$ cat src/rtl/seg_scan_if.sv
// Bus between the display client (master) and the seven-segment scanner (slave).
// wr_en and load_all are single-cycle strobes with no back-pressure. Each one is accepted on the edge where it is seen high.
interface seg_scan_if #(
    parameter int DIGITS = 8,
    parameter int SEG_W  = 7,
    parameter int AW     = $clog2(DIGITS)
) ();
    logic                    wr_en;
    logic [AW-1:0]           wr_addr;
    logic [SEG_W-1:0]        wr_data;
    logic                    load_all;
    logic [DIGITS*SEG_W-1:0] all_data;
    logic [DIGITS-1:0]       digit_en;
    logic [DIGITS-1:0]       blink_mask;
    logic [SEG_W-1:0]        seg_out;
    logic [DIGITS-1:0]       sel_out;
    logic                    frame_start;

    modport master (
        output wr_en, wr_addr, wr_data, load_all, all_data, digit_en, blink_mask,
        input  seg_out, sel_out, frame_start
    );

    modport slave (
        input  wr_en, wr_addr, wr_data, load_all, all_data, digit_en, blink_mask,
        output seg_out, sel_out, frame_start
    );
endinterface

$ cat src/rtl/seg_scan.sv
// Multiplexed seven-segment scanner: a frame buffer, slot/digit/frame counters and registered pin outputs.
// Each slot starts with anti-ghosting blank cycles. Digits can be enabled or blinked one by one.
module seg_scan #(
    parameter int DIGITS         = 8,
    parameter int SEG_W          = 7,
    parameter int SCAN_DIV       = 1350,
    parameter int BLANK_CYCLES   = 2,
    parameter int BLINK_FRAMES   = 64,
    parameter int SEG_ACTIVE_LOW = 1,
    parameter int SEL_ACTIVE_LOW = 0,
    parameter int AW             = $clog2(DIGITS)
) (
    input  logic     clk,
    input  logic     rst,
    seg_scan_if.slave bus
);
    localparam int CW = (SCAN_DIV > 1) ? $clog2(SCAN_DIV) : 1;
    localparam int FW = (BLINK_FRAMES > 1) ? $clog2(BLINK_FRAMES) : 1;
    localparam logic [CW-1:0]     CNT_LAST  = CW'(SCAN_DIV - 1);
    localparam logic [AW-1:0]     IDX_LAST  = AW'(DIGITS - 1);
    localparam logic [FW-1:0]     FCNT_LAST = FW'(BLINK_FRAMES - 1);
    localparam logic [SEG_W-1:0]  SEG_OFF   = (SEG_ACTIVE_LOW != 0) ? '1 : '0;
    localparam logic [DIGITS-1:0] SEL_IDLE  = (SEL_ACTIVE_LOW != 0) ? '1 : '0;

    logic              rst_q;
    logic              clr;
    logic [CW-1:0]     cnt_q, cnt_d;
    logic [AW-1:0]     idx_q, idx_d;
    logic [FW-1:0]     fcnt_q, fcnt_d;
    logic              blink_off_q, blink_off_d;
    logic [SEG_W-1:0]  fb_q [DIGITS];
    logic [SEG_W-1:0]  fb_d [DIGITS];
    logic [SEG_W-1:0]  seg_q, seg_d, seg_lit;
    logic [DIGITS-1:0] sel_q, sel_d, sel_lit;
    logic              fs_q, fs_d;
    logic              idle;

    // Reset is held for one extra edge so that the scan starts at cnt=0 on the first edge after release.
    assign clr = rst | rst_q;

    always_comb begin
        cnt_d       = (cnt_q == CNT_LAST) ? '0 : cnt_q + 1'b1;
        idx_d       = idx_q;
        fcnt_d      = fcnt_q;
        blink_off_d = blink_off_q;
        if (cnt_q == CNT_LAST) begin
            idx_d = (idx_q == IDX_LAST) ? '0 : idx_q + 1'b1;
            if (idx_q == IDX_LAST) begin
                fcnt_d = (fcnt_q == FCNT_LAST) ? '0 : fcnt_q + 1'b1;
                if (fcnt_q == FCNT_LAST) blink_off_d = ~blink_off_q;
            end
        end
    end

    // Bulk load wins over a single-entry write. Addresses with no matching digit fall through and are ignored.
    always_comb begin
        fb_d = fb_q;
        if (bus.load_all) begin
            for (int d = 0; d < DIGITS; d++) fb_d[d] = bus.all_data[(DIGITS-1-d)*SEG_W +: SEG_W];
        end else if (bus.wr_en) begin
            for (int d = 0; d < DIGITS; d++) begin
                if (bus.wr_addr == AW'(d)) fb_d[d] = bus.wr_data;
            end
        end
    end

    always_comb begin
        idle    = (int'(cnt_q) < BLANK_CYCLES) || !bus.digit_en[idx_q];
        seg_lit = fb_q[idx_q];
        sel_lit = DIGITS'(1) << idx_q;
        if (blink_off_q && bus.blink_mask[idx_q]) seg_lit = '0;
        if (idle) begin
            seg_lit = '0;
            sel_lit = '0;
        end
        seg_d = (SEG_ACTIVE_LOW != 0) ? ~seg_lit : seg_lit;
        sel_d = (SEL_ACTIVE_LOW != 0) ? ~sel_lit : sel_lit;
        fs_d  = (cnt_q == '0) && (idx_q == '0);
    end

    always_ff @(posedge clk) begin
        rst_q <= rst;
        if (clr) begin
            cnt_q       <= '0;
            idx_q       <= '0;
            fcnt_q      <= '0;
            blink_off_q <= 1'b0;
            for (int d = 0; d < DIGITS; d++) fb_q[d] <= '0;
            seg_q       <= SEG_OFF;
            sel_q       <= SEL_IDLE;
            fs_q        <= 1'b0;
        end else begin
            cnt_q       <= cnt_d;
            idx_q       <= idx_d;
            fcnt_q      <= fcnt_d;
            blink_off_q <= blink_off_d;
            fb_q        <= fb_d;
            seg_q       <= seg_d;
            sel_q       <= sel_d;
            fs_q        <= fs_d;
        end
    end

    assign bus.seg_out     = seg_q;
    assign bus.sel_out     = sel_q;
    assign bus.frame_start = fs_q;
endmodule

$ cat src/flat_wrapper.sv
// flat-port wrapper written by rule: the top's interface ports become plain ports
module seg_scan_flat 
#(
    parameter int DIGITS         = 8,
    parameter int SEG_W          = 7,
    parameter int SCAN_DIV       = 1350,
    parameter int BLANK_CYCLES   = 2,
    parameter int BLINK_FRAMES   = 64,
    parameter int SEG_ACTIVE_LOW = 1,
    parameter int SEL_ACTIVE_LOW = 0,
    parameter int AW             = $clog2(DIGITS)
)
  (clk, rst, bus_wr_en, bus_wr_addr, bus_wr_data, bus_load_all, bus_all_data, bus_digit_en, bus_blink_mask, bus_seg_out, bus_sel_out, bus_frame_start);
  seg_scan_if #(.DIGITS(DIGITS), .SEG_W(SEG_W), .AW(AW)) bus_i ();
  input  logic clk;
  input  logic rst;
  input wire logic [$bits(bus_i.wr_en)-1:0] bus_wr_en;
  input wire logic [$bits(bus_i.wr_addr)-1:0] bus_wr_addr;
  input wire logic [$bits(bus_i.wr_data)-1:0] bus_wr_data;
  input wire logic [$bits(bus_i.load_all)-1:0] bus_load_all;
  input wire logic [$bits(bus_i.all_data)-1:0] bus_all_data;
  input wire logic [$bits(bus_i.digit_en)-1:0] bus_digit_en;
  input wire logic [$bits(bus_i.blink_mask)-1:0] bus_blink_mask;
  output wire logic [$bits(bus_i.seg_out)-1:0] bus_seg_out;
  output wire logic [$bits(bus_i.sel_out)-1:0] bus_sel_out;
  output wire logic [$bits(bus_i.frame_start)-1:0] bus_frame_start;
  assign bus_i.wr_en = bus_wr_en;
  assign bus_i.wr_addr = bus_wr_addr;
  assign bus_i.wr_data = bus_wr_data;
  assign bus_i.load_all = bus_load_all;
  assign bus_i.all_data = bus_all_data;
  assign bus_i.digit_en = bus_digit_en;
  assign bus_i.blink_mask = bus_blink_mask;
  assign bus_seg_out = bus_i.seg_out;
  assign bus_sel_out = bus_i.sel_out;
  assign bus_frame_start = bus_i.frame_start;
  seg_scan #(.DIGITS(DIGITS), .SEG_W(SEG_W), .SCAN_DIV(SCAN_DIV), .BLANK_CYCLES(BLANK_CYCLES), .BLINK_FRAMES(BLINK_FRAMES), .SEG_ACTIVE_LOW(SEG_ACTIVE_LOW), .SEL_ACTIVE_LOW(SEL_ACTIVE_LOW), .AW(AW)) u_core (.clk(clk), .rst(rst), .bus(bus_i));
endmodule
$ cat config.mk
export PLATFORM = sky130hd
export DESIGN_NAME = seg_scan_flat
export DESIGN_NICKNAME = d
export VERILOG_FILES = /design/src/rtl/seg_scan_if.sv /design/src/rtl/seg_scan.sv /design/src/flat_wrapper.sv
export SDC_FILE = /design/constraint.sdc
export NUM_CORES = 1
export LEC_CHECK = 0
export CAP_MARGIN = 10
export CELL_PAD_IN_SITES_DETAIL_PLACEMENT = 0
export CELL_PAD_IN_SITES_GLOBAL_PLACEMENT = 1
export CORE_ASPECT_RATIO = 0.5
export CORE_MARGIN = 10
export CORE_UTILIZATION = 40
export CTS_CLUSTER_DIAMETER = 150
export DETAILED_ROUTE_END_ITERATION = 8
export GPL_TIMING_DRIVEN = 0
export PLACE_DENSITY_LB_ADDON = 0.2
export SYNTH_ARGS = -nofsm -noshare
export SYNTH_HDL_FRONTEND = slang
export SYNTH_SLANG_ARGS = --single-unit
$ cat constraint.sdc
create_clock -name clk -period 4.35 [get_ports clk]
set_input_delay 0.87 -clock clk [delete_from_list [all_inputs] [get_ports clk]]
set_output_delay 0.87 -clock clk [all_outputs]
set_load 0.01 [all_outputs]
==> impl_metrics.env, run 1 <==
export IMPL_cts_made_buffers=9
export IMPL_cts_num_sinks=94
export IMPL_cpMaxStageDelayCell="clkbuf_1"
export IMPL_cts_tree="done"
export IMPL_maxSlewHeadroom=0.3460
export IMPL_vias=3643
export IMPL_num_antenna_cells=0
export IMPL_ant_nets=0
export IMPL_finalWirelength_mm=13.08
export IMPL_cp_required_ns=4.53
export IMPL_cts_root_buf="clkbuf_16"
export IMPL_syn_area_um2=4725
export IMPL_worstPathCellList="clkbuf_1 > buf_1 > nand3_1 > a31oi_1 > nand3_1"
export IMPL_clkLatencyLatePin_ns=0.34
export IMPL_first_global_vias=3870
export IMPL_grt_max_degree=15
export IMPL_place_area_um2=5884
export IMPL_synthArstFlopShare=0
export IMPL_drt_initial_drc_count=170
export IMPL_fin_worst_skew_ns=0.005558
export IMPL_finalSetupViolCount=0
export IMPL_antenna_found_initial=0
export IMPL_syn_avg_cell_area_um2=10.55
export IMPL_crit_start="u_core.idx_q[1]"
export IMPL_rows=27
export IMPL_final_nets=650
export IMPL_pre_cts_slack_ns=1.531
export IMPL_max_stage_delay_ns=0.60
export IMPL_finalPower_w=0.001975
export IMPL_postCtsSetupBuffers=0
export IMPL_syn2layout_area_growth_pct=31.41
export IMPL_tightest_slew_ns=0.9784
export IMPL_first_pass_iters=4
export IMPL_outcome="finished clean"
export IMPL_power_leakage_nw=2.445
export IMPL_ys_seq_area_frac=0.3983
export IMPL_synth_edff_count=0
export IMPL_drc=0
export IMPL_fp_dieArea_um2=16820
export IMPL_synth_top_cell_area_share=0.3983
export IMPL_grt_ovfl_total=0
export IMPL_grt_pass1_wl_mm=20.99
export IMPL_syn_num_nets=543
export IMPL_die_x_um=173.7
export IMPL_fin_crit_ns=2.724
export IMPL_drive_above_1_share=0.1843
export IMPL_end_kind="register"
export IMPL_rsz0062_at_grt="no"
export IMPL_dpl_hpwl_mm=9.854
export IMPL_coreArea_um2=11250
export IMPL_arrival_ns=2.90
export IMPL_peakVddDrop_mv=0.1960
export IMPL_worst_slack_ns=1.626
export IMPL_crit_fanout=10
export IMPL_drv_cap=0
export IMPL_ys_ff_latch=94
export IMPL_synthCells=448
export IMPL_ios=102
export IMPL_htreeDepth=3
export IMPL_gp_congestion=0.7733
export IMPL_r2r_start="u_core.idx_q[1]"
export IMPL_synth_top_cell_by_area="dfxtp_1"
export IMPL_timing_hold_worst_class="reg -> reg"
export IMPL_hold_viol=0
export IMPL_synth_ff_type="dfxtp_1"
export IMPL_path_class="reg -> reg"
export IMPL_wl_per_cell_um=18.21
export IMPL_cts_hold_buffers=0
export IMPL_netlist_top_cells_area="dfxtp_1 (40%), mux2_2 (16%), mux2i_1 (13%)"
export IMPL_cpMostUsedCell="nand3_1"
export IMPL_vias_per_cell=5.074
export IMPL_cts_buffer_depth=2
export IMPL_min_period_over_period=0.6263
export IMPL_io_buffers=96
export IMPL_initial_core_util=0.4200
export IMPL_synth_commonest_cells="dfxtp_1 (94), nor2_1 (74), mux2_2 (67)"
export IMPL_cts_resized=0
export IMPL_min_from="u_core.fcnt_q[5]"
export IMPL_tns_ns=0
export IMPL_whs_ns=0.4814
export IMPL_clk_pin_slew_ns=0.06
export IMPL_die_h_um=96.85
export IMPL_synth_cell_types=36
export IMPL_maxSlewViolCount=0
export IMPL_design_area_um2=6208
export IMPL_fmax_mhz=367.1
export IMPL_powerDensity_nw_per_um2=318.1
export IMPL_startpoint_type="register"
export IMPL_fillers=1012
export IMPL_grtUsageTotal=0.1556
export IMPL_yosysWarnings=0
export IMPL_synth_most_common_cell="dfxtp_1"
placed cells by master (no fill, tap or decap), types with 15 or more instances in the layout:
master           synthesis  routed
mux4_2                  15      15
nor2_1                  74      74
nand3_1                 15      15
clkbuf_1                23      24
clkdlybuf4s50_1          0      96
dfxtp_1                 94      94
mux2_2                  67      67
mux2i_1                 62      62
layer usage:
layer / track usage / up-vias / part of all wire
li1: - / 1813 / -
met1: 0.1967 / 1747 / 0.48
met2: 0.2578 / 73 / 0.47
met3: 0.04218 / 10 / 0.046
met4: 0.03821 / 0 / 0.0086
met5: 0 / - / 0
state kept, by name, summed over array words and instances (netlist names):
signal	flops
u_core.blink_off_q	1
u_core.bus.frame_start	1
u_core.bus.seg_out	7
u_core.bus.sel_out	8
u_core.cnt_q	11
u_core.fb_q	56
u_core.fcnt_q	6
u_core.idx_q	3
u_core.rst_q	1
cells by family (layout without fill, tap and decap cells):
kind of cell / Yosys count / after routing / synth area share
multiplexers: 144 / 144 / 0.3626
AO/OA/AOI/OAI: 11 / 11 / 0.01404
XOR/XNOR: 12 / 12 / 0.02225
buffers and inverters: 33 / 144 / 0.02675
adder cells (fa/ha/maj): 9 / 9 / 0.02384
flip-flops: 94 / 94 / 0.3983
AND/OR/NAND/NOR: 145 / 145 / 0.1523
path summary, 6_finish.rpt:
check                           depth (start not counted)  slack, ns                     to
worst max-delay path                                    5       1.63  u_core.bus.seg_out[2]
worst min-delay path                                    2       0.48       u_core.fcnt_q[5]
worst max register to register                          5       1.63  u_core.bus.seg_out[2]
worst min register to register                          2       0.48       u_core.fcnt_q[5]
report_power, final:
group	switching (W)	total, W	internal, W
clock	0.000328	0.000860	0.000532
combinational	0.0000906	0.000223	0.000133
sequential	0.0000105	0.000892	0.000881
through the flow:
| stage | util | cells |
|---|---|---|
| finish | 0.5519 | 718 |
| global route | 0.5519 | 718 |
| detailed placement | 0.5231 | 703 |
| global placement | 0.5231 | 703 |
| floorplan | - | 448 |
| CTS | 0.5519 | 718 |
worst max-delay path: cells and delay by family, from the launching register on:
family,cells,cell delay [ns]
and+or+nand+nor,2,0.34
DFF,1,0.51
buffers and inverters,2,1.13
AOI/OAI and AO/OA,1,0.58
cell type report:
cell class / count / area (µm²) / area share
Buffer: 28 / 107.6 / 0.01733
Clock buffer: 12 / 256.5 / 0.04131
Clock inverter: 3 / 67.56 / 0.01088
Inverter: 5 / 18.77 / 0.003023
Multi-Input combinational cell: 321 / 2716 / 0.4375
Sequential cell: 94 / 1882 / 0.3031
Tap cell: 159 / 198.9 / 0.03204
Timing Repair Buffer: 96 / 960.9 / 0.1548
(Power assumes the default switching activity.)
==> run 2: changes to the inputs <==
--- a/config.mk
+++ b/config.mk
@@ -10,7 +10,7 @@
 export CELL_PAD_IN_SITES_GLOBAL_PLACEMENT = 1
 export CORE_ASPECT_RATIO = 0.5
 export CORE_MARGIN = 10
-export CORE_UTILIZATION = 40
+export CORE_UTILIZATION = 36
 export CTS_CLUSTER_DIAMETER = 150
 export DETAILED_ROUTE_END_ITERATION = 8
 export GPL_TIMING_DRIVEN = 0
==> constraint.sdc (replaced) <==
create_clock -name clk -period 2.3 [get_ports clk]
set_input_delay 0.46 -clock clk [delete_from_list [all_inputs] [get_ports clk]]
set_output_delay 0.46 -clock clk [all_outputs]
set_load 0.01 [all_outputs]
==> impl_metrics.env, run 2 (synthesis gave the netlist of run 1 again) <==
export IMPL_outcome="finished clean"
export IMPL_fin_worst_skew_ns=0.008263
export IMPL_crit_start="u_core.cnt_q[9]"
export IMPL_cp_required_ns=2.53
export IMPL_cpMostUsedCell="nor4_1"
export IMPL_finalWirelength_mm=13.17
export IMPL_fmax_mhz=470.5
export IMPL_largest_reg_flops=56
export IMPL_vias_per_cell=5.055
export IMPL_r2r_start="u_core.cnt_q[9]"
export IMPL_gp_congestion=0.8056
export IMPL_wl_per_cell_um=18.08
export IMPL_final_nets=649
export IMPL_cpMaxStageDelayCell="or4_1"
export IMPL_min_from="u_core.fcnt_q[5]"
export IMPL_cts_buffer_depth=2
export IMPL_io_buffers=96
export IMPL_rsz0062_at_grt="no"
export IMPL_drc=0
export IMPL_fin_crit_ns=2.125
export IMPL_num_antenna_cells=0
export IMPL_peakVddDrop_mv=0.2987
export IMPL_die_h_um=101.0
export IMPL_tightest_slew_ns=1.099
export IMPL_startpoint_type="register"
export IMPL_ios=102
export IMPL_min_period_over_period=0.9240
export IMPL_grt_max_degree=20
export IMPL_first_pass_iters=4
export IMPL_grt_ovfl_total=0
export IMPL_die_x_um=182.0
export IMPL_drive_above_1_share=0.1935
export IMPL_htreeDepth=3
export IMPL_dpl_hpwl_mm=10.19
export IMPL_final_common_cell="clkdlybuf4s50_1"
export IMPL_syn2layout_area_growth_pct=31.30
export IMPL_rows=29
export IMPL_whs_ns=0.4863
export IMPL_timing_hold_worst_class="reg -> reg"
export IMPL_antenna_found_initial=0
export IMPL_coreArea_um2=12740
export IMPL_path_class="reg -> reg"
export IMPL_crit_fanout=10
export IMPL_arrival_ns=2.36
export IMPL_end_kind="register"
export IMPL_cts_hold_buffers=0
export IMPL_regMostFlops="u_core.fb_q"
export IMPL_worstPathCellList="or4_1 > nor4_1 > nor4_1 > clkbuf_1 > and3_1"
export IMPL_ant_nets=0
export IMPL_max_stage_delay_ns=0.56
export IMPL_cts_root_buf="clkbuf_16"
export IMPL_maxSlewHeadroom=0.2651
export IMPL_clk_pin_slew_ns=0.06
export IMPL_grtUsageTotal=0.1450
export IMPL_drt_initial_drc_count=169
export IMPL_maxSlewViolCount=0
export IMPL_power_leakage_nw=2.442
export IMPL_grt_pass1_wl_mm=21.25
export IMPL_mostFrequentLayoutCells="clkdlybuf4s50_1 (96), dfxtp_1 (94), nor2_1 (74), mux2_2 (67), mux2i_1 (62)"
export IMPL_finalPower_w=0.003597
export IMPL_fp_dieArea_um2=18380
export IMPL_hold_viol=0
export IMPL_fillers=1254
export IMPL_drv_cap=0
export IMPL_cts_tree="done"
export IMPL_cts_made_buffers=9
export IMPL_initial_core_util=0.3710
export IMPL_cts_num_sinks=94
export IMPL_clkLatencyLatePin_ns=0.34
export IMPL_powerDensity_nw_per_um2=579.8
export IMPL_postCtsSetupBuffers=0
export IMPL_vias=3680
export IMPL_first_global_vias=3875
export IMPL_finalSetupViolCount=0
run 2: changes by cell type in the layout (fill, tap and decap cells not counted), sizes merged:
cell	before	now
buf	5	3
bufinv	2	1
clkinv	0	2
run 2: final timing paths:
check	endpoint	slack, ns	cells past startpoint
min reg2reg	u_core.fcnt_q[5]	0.49	2
max	u_core.bus.sel_out[4]	0.17	5
max reg2reg	u_core.bus.sel_out[4]	0.17	5
min	u_core.fcnt_q[5]	0.49	2
run 2: report_power, final:
| group | switching [W] | internal, W |
|---|---|---|
| Clock | 0.000628 | 0.000864 |
| Combinational | 0.000168 | 0.000251 |
| Sequential | 0.0000197 | 0.00167 |
run 2: critical path: cells and delay by family (launching register included):
kind	cells	cell delay, ns
AND/OR/NAND/NOR	4	1.37
flip-flops	1	0.34
buffers and inverters	1	0.30
run 2: cell type report:
class	count	area [µm²]	area share
Multi-Input combinational cell	321	2729	0.4399
Sequential cell	94	1882	0.3033
Timing Repair Buffer	96	960.9	0.1549
Clock buffer	11	242.7	0.03913
Tap cell	170	212.7	0.03429
Buffer	27	110.1	0.01775
Clock inverter	4	47.55	0.007664
Inverter	5	18.77	0.003025
run 2: metal layers:
metal	vias up	track usage	wire (µm)
li1	1812	-	-
met1	1779	0.1824	6024
met2	79	0.2416	6237
met3	10	0.03835	778
met4	0	0.03915	124
met5	-	0	0
run 2: stage by stage:
step | cells | setup TNS [ns] | cell area, µm² | utilization | setup slack, ns
floorplan | 448 | 0 | 4725 | - | 0.3327
detailed placement | 714 | -5.526 | 5898 | 0.4631 | -0.7599
CTS | 728 | 0 | 6192 | 0.4862 | 0.05190
global route | 728 | 0 | 6203 | 0.4871 | 0.02907
finish | 728 | 0 | 6203 | 0.4871 | 0.1748
global placement | 714 | -7.244 | 5898 | 0.4631 | -0.9202
run 2: what timing repair did:
action / 4_1_cts / 5_1_grt
gates cloned: 0 / 0
hold endpoints to repair: 0 / 0
resized for setup: 2 / 7
setup endpoints to repair: 13 / 15
==> run 3: changes to the inputs <==
--- a/config.mk
+++ b/config.mk
@@ -18,3 +18,4 @@
 export SYNTH_ARGS = -nofsm -noshare
 export SYNTH_HDL_FRONTEND = slang
 export SYNTH_SLANG_ARGS = --single-unit
+export TNS_END_PERCENT = 50
==> results of run 3 <==
No change in the layout: final DEF, timing and power equal those of run 2.
